[src/rtl/instruction_sequencer.sv]
// Instruction sequencer: replays a loaded program word by word over the start/done handshake.
// Optional macro SEQ_TIMEOUT_EN adds an EXEC watchdog that aborts into HALT and sets error.
module instruction_sequencer #(
    parameter int DEPTH          = 16,
    parameter int AW             = 4,
    parameter int TIMEOUT_CYCLES = 64
) (
    input  logic          clock,
    input  logic          reset,
    input  logic          prog_we,
    input  logic [AW-1:0] prog_addr,
    input  logic [11:0]   prog_data,
    input  logic [AW-1:0] last_addr,
    input  logic          run,
    input  logic          abort,
    input  logic          proc_done,
    output logic [11:0]   machine_code,
    output logic          start,
    output logic          busy,
    output logic          halted,
    output logic [AW-1:0] pc,
    output logic [7:0]    instr_count,
    output logic          error
);

    typedef enum logic [1:0] {IDLE, FETCH, EXEC, HALT} state_t;

    state_t        state;
    state_t        state_next;
    logic [11:0]   mem [DEPTH];
    logic [AW-1:0] last_q;
    logic          idle_like;
    logic          accept;
    logic          done_ok;
    logic          timeout;

    assign idle_like = (state == IDLE) || (state == HALT);
    assign accept    = idle_like && run;
    assign done_ok   = (state == EXEC) && proc_done;

    always_comb begin
        state_next = state;
        unique case (state)
            IDLE, HALT: if (run) state_next = FETCH;
            FETCH:      state_next = abort ? HALT : EXEC;
            EXEC: begin
                if (abort || timeout)
                    state_next = HALT;
                else if (proc_done)
                    state_next = (pc == last_q) ? HALT : FETCH;
            end
        endcase
    end

    always_ff @(posedge clock or negedge reset) begin
        if (!reset)
            state <= IDLE;
        else
            state <= state_next;
    end

    // Program memory is deliberately outside reset so it survives a mid-run reset
    always_ff @(posedge clock) begin
        if (prog_we && idle_like)
            mem[prog_addr] <= prog_data;
    end

    always_ff @(posedge clock or negedge reset) begin
        if (!reset) begin
            machine_code <= '0;
            start        <= 1'b0;
            busy         <= 1'b0;
            halted       <= 1'b0;
            pc           <= '0;
            last_q       <= '0;
            instr_count  <= '0;
        end else begin
            start  <= (state_next == EXEC);
            busy   <= (state_next == FETCH) || (state_next == EXEC);
            halted <= (state_next == HALT);
            if (accept) begin
                pc          <= '0;
                last_q      <= last_addr;
                instr_count <= '0;
            end
            if (state == FETCH && !abort)
                machine_code <= mem[pc];
            if (done_ok && instr_count != 8'hFF)
                instr_count <= instr_count + 8'd1;
            if (done_ok && !abort && pc != last_q)
                pc <= pc + 1'b1;
        end
    end

`ifdef SEQ_TIMEOUT_EN
    localparam int TW = $clog2(TIMEOUT_CYCLES + 1);

    logic [TW-1:0] tcnt;

    assign timeout = (state == EXEC) && !proc_done
                   && (tcnt == TW'(TIMEOUT_CYCLES - 1));

    always_ff @(posedge clock or negedge reset) begin
        if (!reset) begin
            tcnt  <= '0;
            error <= 1'b0;
        end else begin
            if (state != EXEC)
                tcnt <= '0;
            else if (!proc_done)
                tcnt <= tcnt + 1'b1;
            if (accept)
                error <= 1'b0;
            else if (timeout)
                error <= 1'b1;
        end
    end
`else
    logic unused_timeout;

    assign unused_timeout = ^TIMEOUT_CYCLES;
    assign timeout        = 1'b0;
    assign error          = 1'b0;
`endif

endmodule

[config.mk]
export PLATFORM = sky130hd
export DESIGN_NAME = instruction_sequencer
export DESIGN_NICKNAME = d
export VERILOG_FILES = /design/src/rtl/instruction_sequencer.sv
export SDC_FILE = /design/constraint.sdc
export NUM_CORES = 1
export LEC_CHECK = 0
export CORE_ASPECT_RATIO = 0.5
export CORE_MARGIN = 4
export CORE_UTILIZATION = 50
export CTS_CLUSTER_SIZE = 8
export DETAILED_ROUTE_END_ITERATION = 7
export HOLD_SLACK_MARGIN = 0.03
export PLACE_DENSITY_LB_ADDON = 0.15
export RECOVER_POWER = 100
export SKIP_CTS_REPAIR_TIMING = 1
export SLEW_MARGIN = 40
export SYNTH_ARGS = -nofsm -noshare
export SYNTH_HDL_FRONTEND = slang
export SYNTH_SLANG_ARGS = --single-unit
[constraint.sdc]
create_clock -name clock -period 2.5 [get_ports clock]
set_input_delay 0.5 -clock clock [delete_from_list [all_inputs] [get_ports clock]]
set_output_delay 0.5 -clock clock [all_outputs]
set_load 0.02 [all_outputs]
==> parameters.txt, run 1 <==
Parameter                              Value

Detailed routing
  Vias per cell    5.640
  Wirelength per Cell    22.03 um
  First drt pass iteration count    6
  Detail Route Antenna Nets    0
  First DRT Iteration DRCs    420
  Final routed wirelength across all metal layers    20.67 mm
  Post-route DRC    0
  Total via count after detailed routing    5,290

Layout
  Most frequent cells in the layout    sky130_fd_sc_hd__edfxtp_1 (192), sky130_fd_sc_hd__mux2i_1 (96), sky130_fd_sc_hd__nand3_1 (49)
  Antenna diode count    0
  Final core utilization    62.14%
  Total number of nets in the final design    712
  # fillers    1,314
  Area added between synthesis and finish    20.78%
  Fraction of final layout cells with drive strength greater than 1    10.65%
  Most common library cell in the layout ignoring fill and taps    sky130_fd_sc_hd__edfxtp_1
  Sequential standard cell area    6595 um2
  Area occupied by multi-input gates    2270 um2

Setup path
  Maximum fanout along the worst path    9
  Endpoint required time on the critical path    2000 ps
  CP Capture Type    primary output
  Reg2reg path depth    5
  Slowest cell on the critical path    sky130_fd_sc_hd__dlygate4sd3_1
  Cell-by-cell listing of the critical path    dlygate4sd3_1
  Crit path buffers/inverters    1
  Launching element type of the critical path    flop
  Kind of critical path    reg2out
  Destination of the worst register-to-register timing path    mem[1][2]
  Data arrival at the endpoint of the critical path    1780 ps
  Crit-path max cell delay    750 ps
  Cell family with the largest share of critical-path delay    buffers and inverters
  Launch point of the worst reg-to-reg path    state[0]
  Crit path depth    1
  Slack of the worst reg-to-reg path    260 ps

Clock tree
  CTS tree    built
  Master cell of the clock root buffer    sky130_fd_sc_hd__clkbuf_16
  Number of buffers between clock root and the deepest sink    3
  Clock slew at the register clock pins of the worst setup and hold paths    50 ps
  Total number of H-tree levels    2
  Clock buffers created by TritonCTS    34
  Skew-Pair Late Insertion Delay    500 ps
  Clock sink count    225

Die
  Height of the die    103.1 um
  Core footprint    17,570 um2
  # IOs    54
  Horiz. Die Dim    198.1 um
  Area enclosed by the die boundary    20,420 um2
  Effective utilization at floorplan    51.45%
  Number of rows created at floorplan    34

Min path
  Hold path depth    2
  Hold endpoint    machine_code[8]
  Min-delay worst type    reg2reg
  Startpoint of the lowest-slack hold path    machine_code[8]

Timing
  Final total negative setup slack    0 ps
  Worst Clk Skew    16.23 ps
  Unrepaired setup endpoints after global routing    false
  Worst slew slack as a fraction of its limit    25.27%
  Final setup slack of the worst path    221.6 ps
  Slew Viols, Final    0
  Slew at the pin closest to its max-slew limit    1121 ps
  Clock period minus worst slack    2278 ps
  Number of hold-slack violations in the final timing report    0
  Total setup violations reported at the end of the flow    0
  Maximum clock rate    438.9 MHz
  Final Cycle Share    91.14%

GRT
  Maximum number of pins on one net before global-route repair    100
  Antenna violations before repair    0
  First-pass GRT wire length    31.30 mm
  Via count of the first global-routing pass    5,173
  Overall global routing resource usage    20.71%
  Final global-route overflow total    0

Synthesis
  Synthesized area divided by synthesized cell count    15.32 um2
  Post-synthesis cell area    9039 um2
  Count of distinct cell types in the synthesized netlist    40
  Number of flops mapped to enable cells by yosys    192
  Fraction of registers with async set/reset    14.67%
  Yosys top cell area share    63.79%
  Number of warnings reported in the yosys synthesis log    0
  Cell type with the largest total area after synthesis    sky130_fd_sc_hd__edfxtp_1
  Dominant synthesized flop cell    sky130_fd_sc_hd__edfxtp_1
  Net count of the mapped netlist    622
  Sequential element share of the synthesized area    72.92%
  Synthesized flop and latch total    225
  Synth Instances    590
  Top area cells in the synthesized netlist    sky130_fd_sc_hd__edfxtp_1 (64%), sky130_fd_sc_hd__mux2i_1 (11%), sky130_fd_sc_hd__dfrtp_1 (9.1%)

Place
  Final HPWL from detailed placement    12.28 mm
  Gpl congestion    0.8131
  Worst slack at placement    190.4 ps
  IO buf count    52

Pwr
  Standby leakage power    0.003687 uW
  P per Cell Area    970.0 nW/um2
  Maximum vdd drop    0.5462 mV

Flow run
  Count of max-cap constraint violations    0

Status
  Status    completed
cell usage after synthesis, types with 8 or more instances:
cell type,n
sky130_fd_sc_hd__a21oi_1,26
sky130_fd_sc_hd__nand3_1,49
sky130_fd_sc_hd__nand2_1,47
sky130_fd_sc_hd__edfxtp_1,192
sky130_fd_sc_hd__a22oi_1,24
sky130_fd_sc_hd__o21ai_0,9
sky130_fd_sc_hd__nor2_1,18
sky130_fd_sc_hd__dfrtp_1,33
sky130_fd_sc_hd__mux2i_1,96
sky130_fd_sc_hd__clkbuf_1,11
sky130_fd_sc_hd__inv_1,8
sky130_fd_sc_hd__buf_2,16
metrics by stage:
stage / area (um2) / hold WS [ps] / total power [uW] / instances
2_1_floorplan: 9044 / 204.4 / 5718 / 590
3_3_place_gp: 10000 / 470.9 / 6518 / 877
3_5_place_dp: 10000 / 473.9 / 6563 / 877
4_1_cts: 11000 / -50.17 / 10750 / 937
5_1_grt: 10920 / 508.2 / 11040 / 938
6_report: 10920 / 483.7 / 10590 / 938
sequential cells by signal (all words and copies together), names as in the netlist:
name	cells
instr_count	8
mem	192
last_q	4
start	1
halted	1
busy	1
pc	4
state	2
machine_code	12
worst max-delay path by stage:
stage | from | to | slack [ps]
2_1_floorplan | state[1] | mem[2][0] | 80
3_3_place_gp | proc_done | busy | 250
3_5_place_dp | proc_done | busy | 190
4_1_cts | pc[0] | pc[0] | 220
5_1_grt | state[0] | mem[1][11] | 110
6_report | pc[0] | pc[0] | 220
power breakdown:
part	leakage (uW)	total [uW]	internal [uW]	switching, uW
clock network	0.000475	4180	2610	1570
registers	0.00215	4540	4360	174
logic	0.00106	1870	706	1170
area by class of cell:
class	instances	area share (%)
clock buffer	57	8.779
clock inverter	3	0.3782
inverter	8	0.2751
multi-input combinational	326	20.79
sequential	225	60.41
tap	234	2.682
timing repair buffer	85	6.682
layer usage:
layer | share of wire, % | GRT usage [%] | vias to the layer above
met1 | 46 | 30.61 | 2664
li1 | - | - | 2443
met3 | 6.8 | 4.212 | 23
met4 | 0.95 | 4.812 | 0
met5 | 0 | 0 | -
met2 | 46 | 32.17 | 160
cell families after synthesis:
kind of cell,Yosys count,share of synthesized area (%)
adder cells (fa/ha/maj),6,0.8305
XOR/XNOR,6,0.5814
multiplexers,100,11.13
AND/OR/NAND/NOR,144,7.517
buffers and inverters,39,2.049
other,1,0.04149
AO/OA/AOI/OAI,69,4.928
flip-flops,225,72.92
Note: power is estimated with default switching activity, not from simulation.
==> run 2, diff against run 1 <==
--- a/config.mk
+++ b/config.mk
@@ -14,7 +14,7 @@
 export PLACE_DENSITY_LB_ADDON = 0.15
 export RECOVER_POWER = 100
 export SKIP_CTS_REPAIR_TIMING = 1
-export SLEW_MARGIN = 40
+export SLEW_MARGIN = 25
 export SYNTH_ARGS = -nofsm -noshare
 export SYNTH_HDL_FRONTEND = slang
 export SYNTH_SLANG_ARGS = --single-unit
==> results of run 2 <==
The final DEF is identical to that of run 1; final timing and power are the same.
==> run 3, diff against run 2 <==
--- a/config.mk
+++ b/config.mk
@@ -5,12 +5,13 @@
 export SDC_FILE = /design/constraint.sdc
 export NUM_CORES = 1
 export LEC_CHECK = 0
+export CELL_PAD_IN_SITES_DETAIL_PLACEMENT = 0
+export CELL_PAD_IN_SITES_GLOBAL_PLACEMENT = 1
 export CORE_ASPECT_RATIO = 0.5
 export CORE_MARGIN = 4
 export CORE_UTILIZATION = 50
 export CTS_CLUSTER_SIZE = 8
 export DETAILED_ROUTE_END_ITERATION = 7
-export HOLD_SLACK_MARGIN = 0.03
 export PLACE_DENSITY_LB_ADDON = 0.15
 export RECOVER_POWER = 100
 export SKIP_CTS_REPAIR_TIMING = 1
==> constraint.sdc (replaced) <==
create_clock -name clock -period 2.7 [get_ports clock]
set_input_delay 0.54 -clock clock [delete_from_list [all_inputs] [get_ports clock]]
set_output_delay 0.54 -clock clock [all_outputs]
set_load 0.02 [all_outputs]
==> parameters.txt, run 3 (synthesized netlist as in run 1, its figures left out) <==
Parameter                              Value

Layout
  Largest register by flop count    mem
  Final core utilization    62.03%
  Area added between synthesis and finish    20.57%
  Total number of nets in the final design    715
  Antenna diode count    0
  # fillers    1,328
  Number of flip-flops in the largest register    192
  Most common library cell in the layout ignoring fill and taps    sky130_fd_sc_hd__edfxtp_1
  Biggest registers after layout    mem (192), machine_code (12), instr_count (8)
  Most frequent cells in the layout    sky130_fd_sc_hd__edfxtp_1 (192), sky130_fd_sc_hd__mux2i_1 (96), sky130_fd_sc_hd__nand3_1 (49)
  Fraction of final layout cells with drive strength greater than 1    9.746%

Status
  Status    finished, violations left
  Failing checks    max-capacitance violations, max-slew violations

GRT
  Antenna violations before repair    0
  First-pass GRT wire length    31.33 mm
  Via count of the first global-routing pass    5,247
  Overall global routing resource usage    20.69%
  Maximum number of pins on one net before global-route repair    100
  Final global-route overflow total    0

Setup path
  CP Capture Type    flop
  Maximum fanout along the worst path    10
  Endpoint required time on the critical path    2800 ps
  Launching element type of the critical path    flop
  Data arrival at the endpoint of the critical path    2530 ps
  Reg2reg path depth    6
  Kind of critical path    reg2reg

Timing
  Number of hold-slack violations in the final timing report    0
  Final Cycle Share    90.02%
  Slew Viols, Final    30
  Slew at the pin closest to its max-slew limit    1814 ps
  Total setup violations reported at the end of the flow    0
  Clock period minus worst slack    2431 ps
  Worst Clk Skew    14.59 ps
  Final total negative setup slack    0 ps
  Unrepaired setup endpoints after global routing    false
  Maximum clock rate    411.4 MHz
  Worst slew slack as a fraction of its limit    -20.90%

Clock tree
  Skew-Pair Late Insertion Delay    480 ps
  Clock sink count    225
  Number of buffers between clock root and the deepest sink    3
  Master cell of the clock root buffer    sky130_fd_sc_hd__clkbuf_16
  Clock buffers created by TritonCTS    34
  Total number of H-tree levels    2
  Clock slew at the register clock pins of the worst setup and hold paths    50 ps
  CTS tree    built

Die
  # IOs    54
  Number of rows created at floorplan    34
  Area enclosed by the die boundary    20,420 um2
  Core footprint    17,570 um2
  Effective utilization at floorplan    51.45%
  Horiz. Die Dim    198.1 um
  Height of the die    103.1 um

Detailed routing
  Vias per cell    5.619
  Wirelength per Cell    21.69 um
  Post-route DRC    0
  Total via count after detailed routing    5,293
  Detail Route Antenna Nets    0
  First DRT Iteration DRCs    473
  Final routed wirelength across all metal layers    20.43 mm
  First drt pass iteration count    5

Place
  IO buf count    52
  Final HPWL from detailed placement    11.88 mm
  Gpl congestion    0.7606

Min path
  Hold path depth    2
  Min-delay worst type    reg2reg

Pwr
  P per Cell Area    896.3 nW/um2
  Standby leakage power    0.003663 uW
  Maximum vdd drop    0.5189 mV

Flow run
  Count of max-cap constraint violations    1
==> run 3: stage by stage <==
stage	cell area (um2)	worst slack [ps]	instances	power [uW]	hold WS [ps]
2_1_floorplan	9039	92.40	590	5294	244.4
3_3_place_gp	10030	405.7	881	6065	473.7
5_1_grt	10900	197.3	942	10230	504.6
3_5_place_dp	10030	383.2	881	6085	477.9
4_1_cts	11010	454.9	942	9924	147.7
6_report	10900	269.4	942	9768	486.9
==> run 3: cell type report <==
cell class,count,area [um2],area share (%)
Sequential cell,225,6595,60.52
Clock buffer,59,965.9,8.863
Clock inverter,2,17.52,0.1607
Inverter,8,30.03,0.2755
Timing Repair Buffer,88,732.0,6.716
Tap cell,234,292.8,2.687
Multi-Input combinational cell,326,2265,20.78
==> run 3: report_power, final <==
group	leakage [uW]	total, uW	internal (uW)	switching, uW
clock network	0.000468	3820	2410	1410
registers	0.00215	4190	4040	152
logic	0.00104	1750	662	1090
total	0.00366	9770	7110	2650
==> run 3: critical path, cell delays in order (launching register included) <==
cell and delay, ps:
sky130_fd_sc_hd__dfrtp_1 410, sky130_fd_sc_hd__ha_1 400, sky130_fd_sc_hd__nand2_1 90, sky130_fd_sc_hd__nor2_1 90, sky130_fd_sc_hd__nand2_1 120, sky130_fd_sc_hd__nor2_1 230
sky130_fd_sc_hd__clkbuf_1 700
==> run 3: per-layer routing <==
layer	part of all wire [%]	wire [um]	vias up	global-route usage, %
met5	0	0	-	0
met4	1.2	239	0	4.495
met3	6.1	1244	21	4.865
met2	44	8972	145	31.83
met1	49	9973	2672	30.59
li1	-	-	2455	-
==> run 3: final timing paths <==
check	startpoint	end	slack, ps
setup / recovery	state[1]	mem[14][7]	270
hold / removal	machine_code[4]	machine_code[4]	490
setup reg to reg	state[1]	mem[14][7]	270
hold reg to reg	machine_code[4]	machine_code[4]	490
max in group asynchronous	reset	pc[1]	870
min in group asynchronous	reset	start	540
